$ cat src/rtl/cnn_bit_packer_if.sv
// ---------------------------------------------------------------------------
// cnn_bit_packer_if
// Byte handshake between the bit packer and the UART transmitter.
//   trmt    : one-cycle request, the byte on tx_data is to be sent
//   tx_data : byte to transmit, held by the packer until after tx_done
//   tx_done : one-cycle pulse from the UART, current byte finished
// master = packer side, slave = UART side.
// ---------------------------------------------------------------------------
interface cnn_bit_packer_if;
    logic       trmt;
    logic [7:0] tx_data;
    logic       tx_done;

    modport master (
        output trmt,
        output tx_data,
        input  tx_done
    );

    modport slave (
        input  trmt,
        input  tx_data,
        output tx_done
    );
endinterface

$ cat src/rtl/cnn_bit_packer.sv
// ---------------------------------------------------------------------------
// cnn_bit_packer
// Reads a 1-bit-wide synchronous RAM from address 0 upward, packs every 8
// bits into a byte (RAM address 8k+i -> bit i of byte k, LSB first) and hands
// each byte to the UART with a trmt/tx_done handshake. A partial final byte
// is zero-padded in its upper bits.
//
// Parameters:
//   NUM_BITS : number of RAM bits to dump (1..1024)
//   ADDR_W   : RAM address width
// Ports:
//   clk     in   system clock
//   rst_n   in   synchronous active-low reset
//   strt    in   start pulse, only looked at while idle
//   addr_rd out  RAM read address (registered)
//   din     in   RAM read data, valid the cycle after addr_rd
//   bsy     out  high whenever a dump is in progress
//   done    out  one-cycle pulse after the final byte's tx_done
//   tx_if   master side of the UART byte handshake (trmt, tx_data, tx_done)
// ---------------------------------------------------------------------------
module cnn_bit_packer #(
    parameter int NUM_BITS = 784,
    parameter int ADDR_W   = 10
) (
    input  logic                  clk,
    input  logic                  rst_n,
    input  logic                  strt,
    output logic [ADDR_W-1:0]     addr_rd,
    input  logic                  din,
    output logic                  bsy,
    output logic                  done,
    cnn_bit_packer_if.master      tx_if
);

    // One extra bit so the counter can reach NUM_BITS (e.g. 1024 with a
    // 10-bit RAM address) without wrapping to 0.
    localparam int CNT_W = ADDR_W + 1;
    localparam logic [CNT_W-1:0] LAST_ADDR = CNT_W'(NUM_BITS - 1);
    localparam logic [CNT_W-1:0] END_ADDR  = CNT_W'(NUM_BITS);

    typedef enum logic [2:0] {
        IDLE,
        READ,
        CAP,
        XMIT,
        WAIT
    } state_t;

    state_t           state_q,    state_d;
    logic [CNT_W-1:0] bit_addr_q, bit_addr_d;
    logic [2:0]       cnt_8_q,    cnt_8_d;
    logic [7:0]       shreg_q,    shreg_d;
    logic [7:0]       tx_data_q,  tx_data_d;
    logic             done_q,     done_d;

    always_ff @(posedge clk) begin
        if (!rst_n) begin
            state_q    <= IDLE;
            bit_addr_q <= '0;
            cnt_8_q    <= '0;
            shreg_q    <= '0;
            tx_data_q  <= '0;
            done_q     <= 1'b0;
        end else begin
            state_q    <= state_d;
            bit_addr_q <= bit_addr_d;
            cnt_8_q    <= cnt_8_d;
            shreg_q    <= shreg_d;
            tx_data_q  <= tx_data_d;
            done_q     <= done_d;
        end
    end

    always_comb begin
        state_d    = state_q;
        bit_addr_d = bit_addr_q;
        cnt_8_d    = cnt_8_q;
        shreg_d    = shreg_q;
        tx_data_d  = tx_data_q;
        done_d     = 1'b0;

        case (state_q)
            IDLE: begin
                if (strt) begin
                    bit_addr_d = '0;
                    cnt_8_d    = '0;
                    shreg_d    = '0;
                    state_d    = READ;
                end
            end

            // Address is on addr_rd this cycle; RAM data arrives next cycle.
            READ: state_d = CAP;

            CAP: begin
                shreg_d[cnt_8_q] = din;
                bit_addr_d       = bit_addr_q + CNT_W'(1);
                cnt_8_d          = cnt_8_q + 3'd1;
                // Byte is complete on its 8th bit or on the last RAM bit;
                // the captured bit must be part of the transmitted byte.
                if (cnt_8_q == 3'd7 || bit_addr_q == LAST_ADDR) begin
                    tx_data_d = shreg_d;
                    state_d   = XMIT;
                end else begin
                    state_d = READ;
                end
            end

            XMIT: state_d = WAIT;

            WAIT: begin
                if (tx_if.tx_done) begin
                    if (bit_addr_q == END_ADDR) begin
                        done_d  = 1'b1;
                        state_d = IDLE;
                    end else begin
                        cnt_8_d = '0;
                        shreg_d = '0;
                        state_d = READ;
                    end
                end
            end

            default: state_d = IDLE;
        endcase
    end

    assign addr_rd       = bit_addr_q[ADDR_W-1:0];
    assign tx_if.trmt    = (state_q == XMIT);
    assign tx_if.tx_data = tx_data_q;
    assign bsy           = (state_q != IDLE);
    assign done          = done_q;

endmodule

$ cat src/flat_wrapper.sv
// flat-port wrapper written by rule: the top's interface ports become plain ports
module cnn_bit_packer_flat 
#(
    parameter int NUM_BITS = 784,
    parameter int ADDR_W   = 10
)
  (clk, rst_n, strt, addr_rd, din, bsy, done, tx_if_trmt, tx_if_tx_data, tx_if_tx_done);
  cnn_bit_packer_if tx_if_i ();
  input  logic clk;
  input  logic rst_n;
  input  logic strt;
  output logic [ADDR_W-1:0] addr_rd;
  input  logic din;
  output logic bsy;
  output logic done;
  output wire logic [$bits(tx_if_i.trmt)-1:0] tx_if_trmt;
  output wire logic [$bits(tx_if_i.tx_data)-1:0] tx_if_tx_data;
  input wire logic [$bits(tx_if_i.tx_done)-1:0] tx_if_tx_done;
  assign tx_if_trmt = tx_if_i.trmt;
  assign tx_if_tx_data = tx_if_i.tx_data;
  assign tx_if_i.tx_done = tx_if_tx_done;
  cnn_bit_packer #(.NUM_BITS(NUM_BITS), .ADDR_W(ADDR_W)) u_core (.clk(clk), .rst_n(rst_n), .strt(strt), .addr_rd(addr_rd), .din(din), .bsy(bsy), .done(done), .tx_if(tx_if_i));
endmodule
$ cat config.mk
export PLATFORM = sky130hd
export DESIGN_NAME = cnn_bit_packer_flat
export DESIGN_NICKNAME = d
export VERILOG_FILES = /design/src/rtl/cnn_bit_packer_if.sv /design/src/rtl/cnn_bit_packer.sv /design/src/flat_wrapper.sv
export SDC_FILE = /design/constraint.sdc
export NUM_CORES = 1
export LEC_CHECK = 0
export CAP_MARGIN = 20
export CELL_PAD_IN_SITES_DETAIL_PLACEMENT = 1
export CELL_PAD_IN_SITES_GLOBAL_PLACEMENT = 2
export CORE_MARGIN = 2
export CORE_UTILIZATION = 32
export CTS_CLUSTER_DIAMETER = 200
export CTS_CLUSTER_SIZE = 16
export DETAILED_ROUTE_END_ITERATION = 7
export GPL_ROUTABILITY_DRIVEN = 0
export GPL_TIMING_DRIVEN = 0
export PLACE_DENSITY_LB_ADDON = 0.08
export SLEW_MARGIN = 10
export SYNTH_ARGS = -nofsm -noshare
export SYNTH_HDL_FRONTEND = slang
export SYNTH_SLANG_ARGS = --single-unit
$ cat constraint.sdc
create_clock -name clk -period 2.2 [get_ports clk]
set_input_delay 0.44 -clock clk [delete_from_list [all_inputs] [get_ports clk]]
set_output_delay 0.44 -clock clk [all_outputs]
set_load 0.01 [all_outputs]
==> results of run 1 <==
per-stage QoR:
step	area, um^2	hold slack (ps)	worst slack [ps]	total power, uW	std cells
3_3_place_gp	2070	445	279	722	288
2_1_floorplan	1740	432	470	690	194
6_report	2220	463	148	1440	296
5_1_grt	2220	487	38.3	1500	296
3_5_place_dp	2070	447	220	724	288
4_1_cts	2210	469	125	1460	296
where the power goes:
part           internal (uW)  leakage [uW]  switching [uW]  total, uW
Sequential               619      0.000274            3.23        622
Combinational           32.7      0.000471            56.1       88.8
Clock                    484     0.0000714             243        726
cells in the final DEF, fill, tap and decap left out, drive strengths merged, types with 4 or more instances in the layout:
| cell | count |
|---|---|
| o21ai | 9 |
| a21oi | 20 |
| nand3 | 4 |
| or3 | 4 |
| clkbuf | 13 |
| a31oi | 5 |
| nand2 | 11 |
| nor3b | 4 |
| buf | 20 |
| o2bb2ai | 8 |
| nor2 | 9 |
| mux2i | 8 |
| ha | 4 |
| a211oi | 10 |
| dfxtp | 34 |
| inv | 4 |
| clkdlybuf4s50 | 24 |
flip-flops by register name (all words and copies together), names as in the netlist:
name	flops
u_core.bit_addr_q	11
u_core.cnt_8_q	3
u_core.done	1
u_core.tx_if.tx_data	8
u_core.state_q	3
u_core.shreg_q	8
routing by layer:
layer | global-route usage | share of wire
met1 | 0.195 | 0.46
met2 | 0.292 | 0.50
met5 | 0 | 0
met3 | 0.0314 | 0.026
met4 | 0.0482 | 0.011
worst max path at each step:
| stage | startpoint | endpoint | slack [ps] | cells after the start |
|---|---|---|---|---|
| global placement | rst_n | u_core.done$_SDFF_PN0_ | 280 | 4 |
| finish | u_core.state_q[1]$_SDFFE_PN0P_ | tx_if_trmt | 150 | 4 |
| global route | u_core.state_q[1]$_SDFFE_PN0P_ | tx_if_trmt | 40 | 4 |
| CTS | u_core.state_q[1]$_SDFFE_PN0P_ | tx_if_trmt | 120 | 4 |
| floorplan | u_core.bit_addr_q[0]$_SDFFE_PN0P_ | u_core.tx_if.tx_data[0]$_SDFFE_PN0P_ | 470 | 8 |
| detailed placement | u_core.bit_addr_q[0]$_SDFFE_PN0P_ | u_core.cnt_8_q[1]$_SDFFE_PN0P_ | 220 | 6 |
area by class of cell:
cell class,count,share of cell area
Buffer,27,0.0779
Clock buffer,6,0.0373
Clock inverter,2,0.0271
Inverter,4,0.00678
Multi-Input combinational cell,129,0.396
Sequential cell,34,0.307
Tap cell,70,0.0395
Timing Repair Buffer,24,0.108
repair_timing:
action                                  in CTS  in global routing
gates resized for setup                      0                  1
endpoints found under the setup margin       0                  1
hold endpoints to repair                     0                  0
logic make-up (layout without fill, tap and decap cells):
kind of cell / count (synthesis) / in the layout
simple gates: 54 / 54
mux: 8 / 8
flops: 34 / 34
buf+inv: 31 / 63
fa+ha+maj: 4 / 4
compound gates: 63 / 63
==> summary.txt, run 1 <==
Run status
  – Status: complete, no violations

Finish
  – Multi-input logic area: 877 um^2
  – Nets: 234
  – Layout cell share with drive strength beyond 1: 0.142
  – Reg area: roughly 700 um^2
  – Ant diodes: 0
  – Post-layout util: 0.428
  – Layout fillers: 590
  – Area Overhead vs Synth: 27.5%

Logic synthesis
  – Synth top area share: 0.392
  – Distinct cell type count after synthesis: 46
  – Net Count, Synth: 203
  – Most common cell in the netlist: dfxtp_1
  – Post-synthesis compound-gate area fraction: 0.246
  – Synth Register Bits: 34
  – Area leader, netlist: dfxtp_1
  – Post-synth top flop: dfxtp_1
  – Post-Syn Instances: around 190
  – Adder-cell share of the synthesized area: 0.0288
  – Synth Area in XOR/XNOR: 0
  – Yosys warnings: 0
  – Simple-gate share of the synthesized area: 0.179
  – Synth async-reset ratio: 0
  – Post-synthesis sequential area ratio: 0.392
  – Most frequent cells after synthesis: 34 x dfxtp_1, 19 x a21oi_1, 11 x buf_4, 11 x nand2_1
  – Largest family of logic cells by synthesized area: compound AO/OA/AOI/OAI gates
  – Post-Syn Area: 0.00174 mm^2
  – Mapped Avg Cell Area: 8.96 um^2
  – Post-synthesis mux area share: 0.0461
  – Synth top area cells: dfxtp_1 39%, a21oi_1 5.5%, buf_4 4.8%
  – Post-synth EDFFs: 0

Timing
  – Unrepaired setup endpoints after global routing: false
  – Achievable Freq: 0.487 GHz
  – Setup_tns: 0 ps
  – Final period utilization: 0.933
  – Max-slew headroom: 0.595
  – Max-slew violation count: 0
  – Worst clock skew: 9.24 ps
  – Hold Vio Cnt, Final: 0
  – Finish-stage setup viols: 0
  – Least-Margin Pin Slew: 603 ps
  – Minimum clock period: 2050 ps

Routing
  – Drt via density: 5.18
  – Post-route antenna net violation count: 0
  – Routed WL per cell: 15.5 um
  – DRC: 0
  – Total Routed Length: ~4.6 mm
  – Initial DRC Count: 55
  – DRT Pass-1 Iters: 4
  – Vias: 1533

Global route
  – Vias in the first global route: 1554
  – Largest net degree at the start of global routing: 12
  – Antenna violations before repair: 0
  – GRT Total Usage: 0.163
  – Global-route wire length before repair: 7.77 mm
  – Grt ovf: 0

Critical path
  – Reg2Reg Depth: 8
  – Worst EP required: approximately 1800 ps
  – Critical path capture point type: output port
  – Crit-path slowest cell: clkdlybuf4s50_1
  – Startpoint types: flop
  – R2R Setup Slk: 200 ps
  – Kind of critical path: reg -> out
  – R2R Path End: u_core.tx_if.tx_data[1]$_SDFFE_PN0P_
  – Worst r2r src: u_core.bit_addr_q[0]$_SDFFE_PN0P_
  – Critical-path cell list: buf_2, nand2_1, nor2_1, clkdlybuf4s50_1
  – Crit path DAT: 1610 ps
  – Family with the most delay on the worst path: buffers and inverters
  – Slowest stage delay, CP: 550 ps
  – Crit path max fanout: 10
  – WP buf/inv: 2

Clock tree
  – Clock tree sinks: 34
  – Hold_buf cts: 0
  – CTS tree: done
  – H-Tree Depth: 2
  – Post-CTS setup buffers: 0
  – Reg clk slew, reported paths: 70 ps
  – Cts bufs inserted: 5
  – Root Driver: clkbuf_8
  – Clock latency on the worst-skew pair: 290 ps
  – CTS max path bufs: 2

Pwr
  – PD cells: 649 mW/mm^2
  – Peak supply drop: 0.360 mV
  – Cell leakage power: 0.000817 uW

Place
  – Port Buffers: 24
  – DP HPWL: between 3 and 4 mm

Job
  – Max cap viols: 0

Die
  – Chip height: 77.7 um
  – Core Box Area: between 0.005 and 0.006 mm^2
  – Initial Utilization: 0.336
  – Chip Width: 77.7 um
  – Row count: 26
  – Ports: 26
  – Die Area: about 0.006 mm^2

Min path
  – Hold-critical path depth: 1
  – Hold endpoint: u_core.shreg_q[0]$_SDFFE_PN0P_
  – Worst Hold Launch: u_core.shreg_q[0]$_SDFFE_PN0P_
  – Hold Path Class: reg -> reg
Power figures use the tool's default switching activity.
==> run 2: changes to the inputs <==
CORE_MARGIN = default   (was 2)
==> run 2 against run 1 <==
Compared with the run above:
- worst hold slack improved by 4.4 ps
- core utilization down 0.65 points
- maximum frequency grew 0.79%
- count of clock-buffer cells in the layout decreased by 1
- sequential share of layout area up 0.48 points
- register-to-register slack got worse by 20 ps
- highest routed layer unchanged
==> summary.txt, run 2 (same netlist as run 1, synthesis figures left out) <==
Pwr
  – Peak supply drop: 0.282 mV (-22%)
  – Cell leakage power: 0.000794 uW (-2.8%)
  – PD cells: 592 mW/mm^2 (-8.7%)

Global route
  – Vias in the first global route: 1655 (+6.5%)
  – Grt met1 use: 0.215 (+0.0195)
  – Global-route wire length before repair: 7.87 mm (+1.2%)
  – Antenna violations before repair: 0 (unchanged)
  – Met3 GRT Util: 0.0410 (+0.00961)
  – GRT Total Usage: 0.186 (+0.0231)
  – Grt ovf: 0 (unchanged)
  – M2 GR Usage: 0.332 (+0.0401)
  – Largest net degree at the start of global routing: 13 (+1)
  – Top Usage Layer GRT: met2

Run status
  – Status: complete, no violations

Timing
  – Max-slew headroom: 0.594 (-0.00139)
  – Minimum clock period: 2040 ps (-16.0 ps)
  – Setup_tns: 0 ps (unchanged)
  – Finish-stage setup viols: 0 (unchanged)
  – Max-slew violation count: 0 (unchanged)
  – Hold_ws: 467 ps (+4.39 ps)
  – Achievable Freq: 0.491 GHz (+0.79%)
  – Unrepaired setup endpoints after global routing: false
  – Final period utilization: 0.925 (-0.00729)
  – Least-Margin Pin Slew: 605 ps (+2.07 ps)
  – Worst clock skew: 3.02 ps (-6.22 ps)
  – Hold Vio Cnt, Final: 0 (unchanged)

Finish
  – Area Overhead vs Synth: 25.6%
  – Ant diodes: 0 (unchanged)
  – Multi-input logic area: 870 um^2 (-0.86%)
  – Most frequent cells in the layout: 34 x dfxtp_1, 24 x clkdlybuf4s50_1, 19 x a21oi_1
  – Finished Layout Cells: 296 (unchanged)
  – Reg area: 681 um^2 (unchanged)
  – Post-layout util: 0.422 (-0.00653)
  – Layout fillers: 606 (+2.7%)
  – Largest Register: u_core.bit_addr_q
  – Max reg flops: 11 (unchanged)
  – Nets: 234 (unchanged)
  – Layout cell share with drive strength beyond 1: 0.142 (unchanged)
  – Most common cell after layout, fill and taps aside: dfxtp_1

Critical path
  – Crit path DAT: 1600 ps (about the same)
  – Critical path capture point type: output port
  – Kind of critical path: reg -> out
  – Startpoint types: flop
  – Crit path max fanout: 10 (unchanged)
  – Worst EP required: 1760 ps (about the same)

Place
  – Port Buffers: 24 (unchanged)
  – DP HPWL: 3.48 mm (+4.9%)
  – Placed cells: 288 (unchanged)

Clock tree
  – Clock tree sinks: 34 (unchanged)
  – Hold_buf cts: 0 (unchanged)
  – CTS max path bufs: 2 (unchanged)
  – Cts bufs inserted: 5 (unchanged)
  – Reg clk slew, reported paths: 80 ps (about the same)
  – Root Driver: clkbuf_8
  – CTS tree: done
  – Clock latency on the worst-skew pair: 280 ps (about the same)
  – Post_cts resized: 0 (unchanged)
  – Post-CTS setup buffers: 0 (unchanged)
  – H-Tree Depth: 2 (unchanged)

Routing
  – DRT Pass-1 Iters: 4 (unchanged)
  – DRC: 0 (unchanged)
  – Post-route antenna net violation count: 0 (unchanged)
  – Drt via density: 5.34 (+3.1%)
  – Vias: 1581 (+3.1%)
  – Total Routed Length: 4.73 mm (+3.0%)
  – Routed WL per cell: 16.0 um (+3.0%)
  – Initial DRC Count: 78 (+42%)

Die
  – Chip height: 75.7 um (-2.6%)
  – Initial Utilization: 0.336 (unchanged)
  – Ports: 26 (unchanged)
  – Core Box Area: 0.00517 mm^2 (unchanged)
  – Chip Width: 75.7 um (-2.6%)
  – Row count: 26 (unchanged)
  – Die Area: 0.00573 mm^2 (-5.1%)

Min path
  – Hold Path Class: reg -> reg

Job
  – Max cap viols: 0 (unchanged)
-- run 2: cell count changes in the layout (fill, tap and decap cells not counted), sizes merged --
cell | before | now
buf | 20 | 19
bufinv | 2 | 1
clkinvlp | 0 | 2
-- run 2: worst max-delay path, stage by stage, from the launching register on --
cell and delay [ps]:
dfxtp_1 360, clkbuf_4 200, nand2_1 70, nor2_1 130, clkdlybuf4s50_1 550
-- run 2: cell type report --
class / count / share of cell area
repair buffers: 24 / 0.110
plain buffers: 27 / 0.0803
flip-flops and latches: 34 / 0.312
multi-input cells: 129 / 0.399
clock buffers: 5 / 0.0315
clock inverters: 3 / 0.0206
inverters: 4 / 0.00688
well taps: 70 / 0.0401
-- run 2: path summary, 6_finish.rpt --
kind | startpoint | slack, ps | endpoint | cells past startpoint
hold reg to reg | u_core.shreg_q[7]$_SDFFE_PN0P_ | 470 | u_core.shreg_q[7]$_SDFFE_PN0P_ | 1
setup reg to reg | u_core.bit_addr_q[0]$_SDFFE_PN0P_ | 180 | u_core.shreg_q[6]$_SDFFE_PN0P_ | 6
hold / removal | u_core.shreg_q[7]$_SDFFE_PN0P_ | 470 | u_core.shreg_q[7]$_SDFFE_PN0P_ | 1
setup / recovery | u_core.state_q[1]$_SDFFE_PN0P_ | 160 | tx_if_trmt | 4
-- run 2: power breakdown --
part	internal [uW]	switching, uW	total [uW]
clock network	337	244	582
registers	619	3.33	622
logic	32.3	56.4	88.7
total	988	304	1290
-- run 2: routing by layer --
metal,wire [um],vias up
met5,0,-
met4,34,0
met3,125,4
met2,2560,24
met1,2010,782
li1,-,771
-- run 2: metrics by stage --
stage | worst slack [ps] | area [um^2] | total power, uW
6_report | 164 | 2180 | 1290
5_1_grt | 10.8 | 2180 | 1360
4_1_cts | 141 | 2180 | 1310
3_5_place_dp | 201 | 2070 | 725
3_3_place_gp | 284 | 2070 | 721
2_1_floorplan | 470 | 1740 | 690
==> run 3: changes to the inputs <==
ABC_AREA = 0   (was default)
==> results of run 3 <==
Final layout, timing and power as in run 2 (identical DEF).
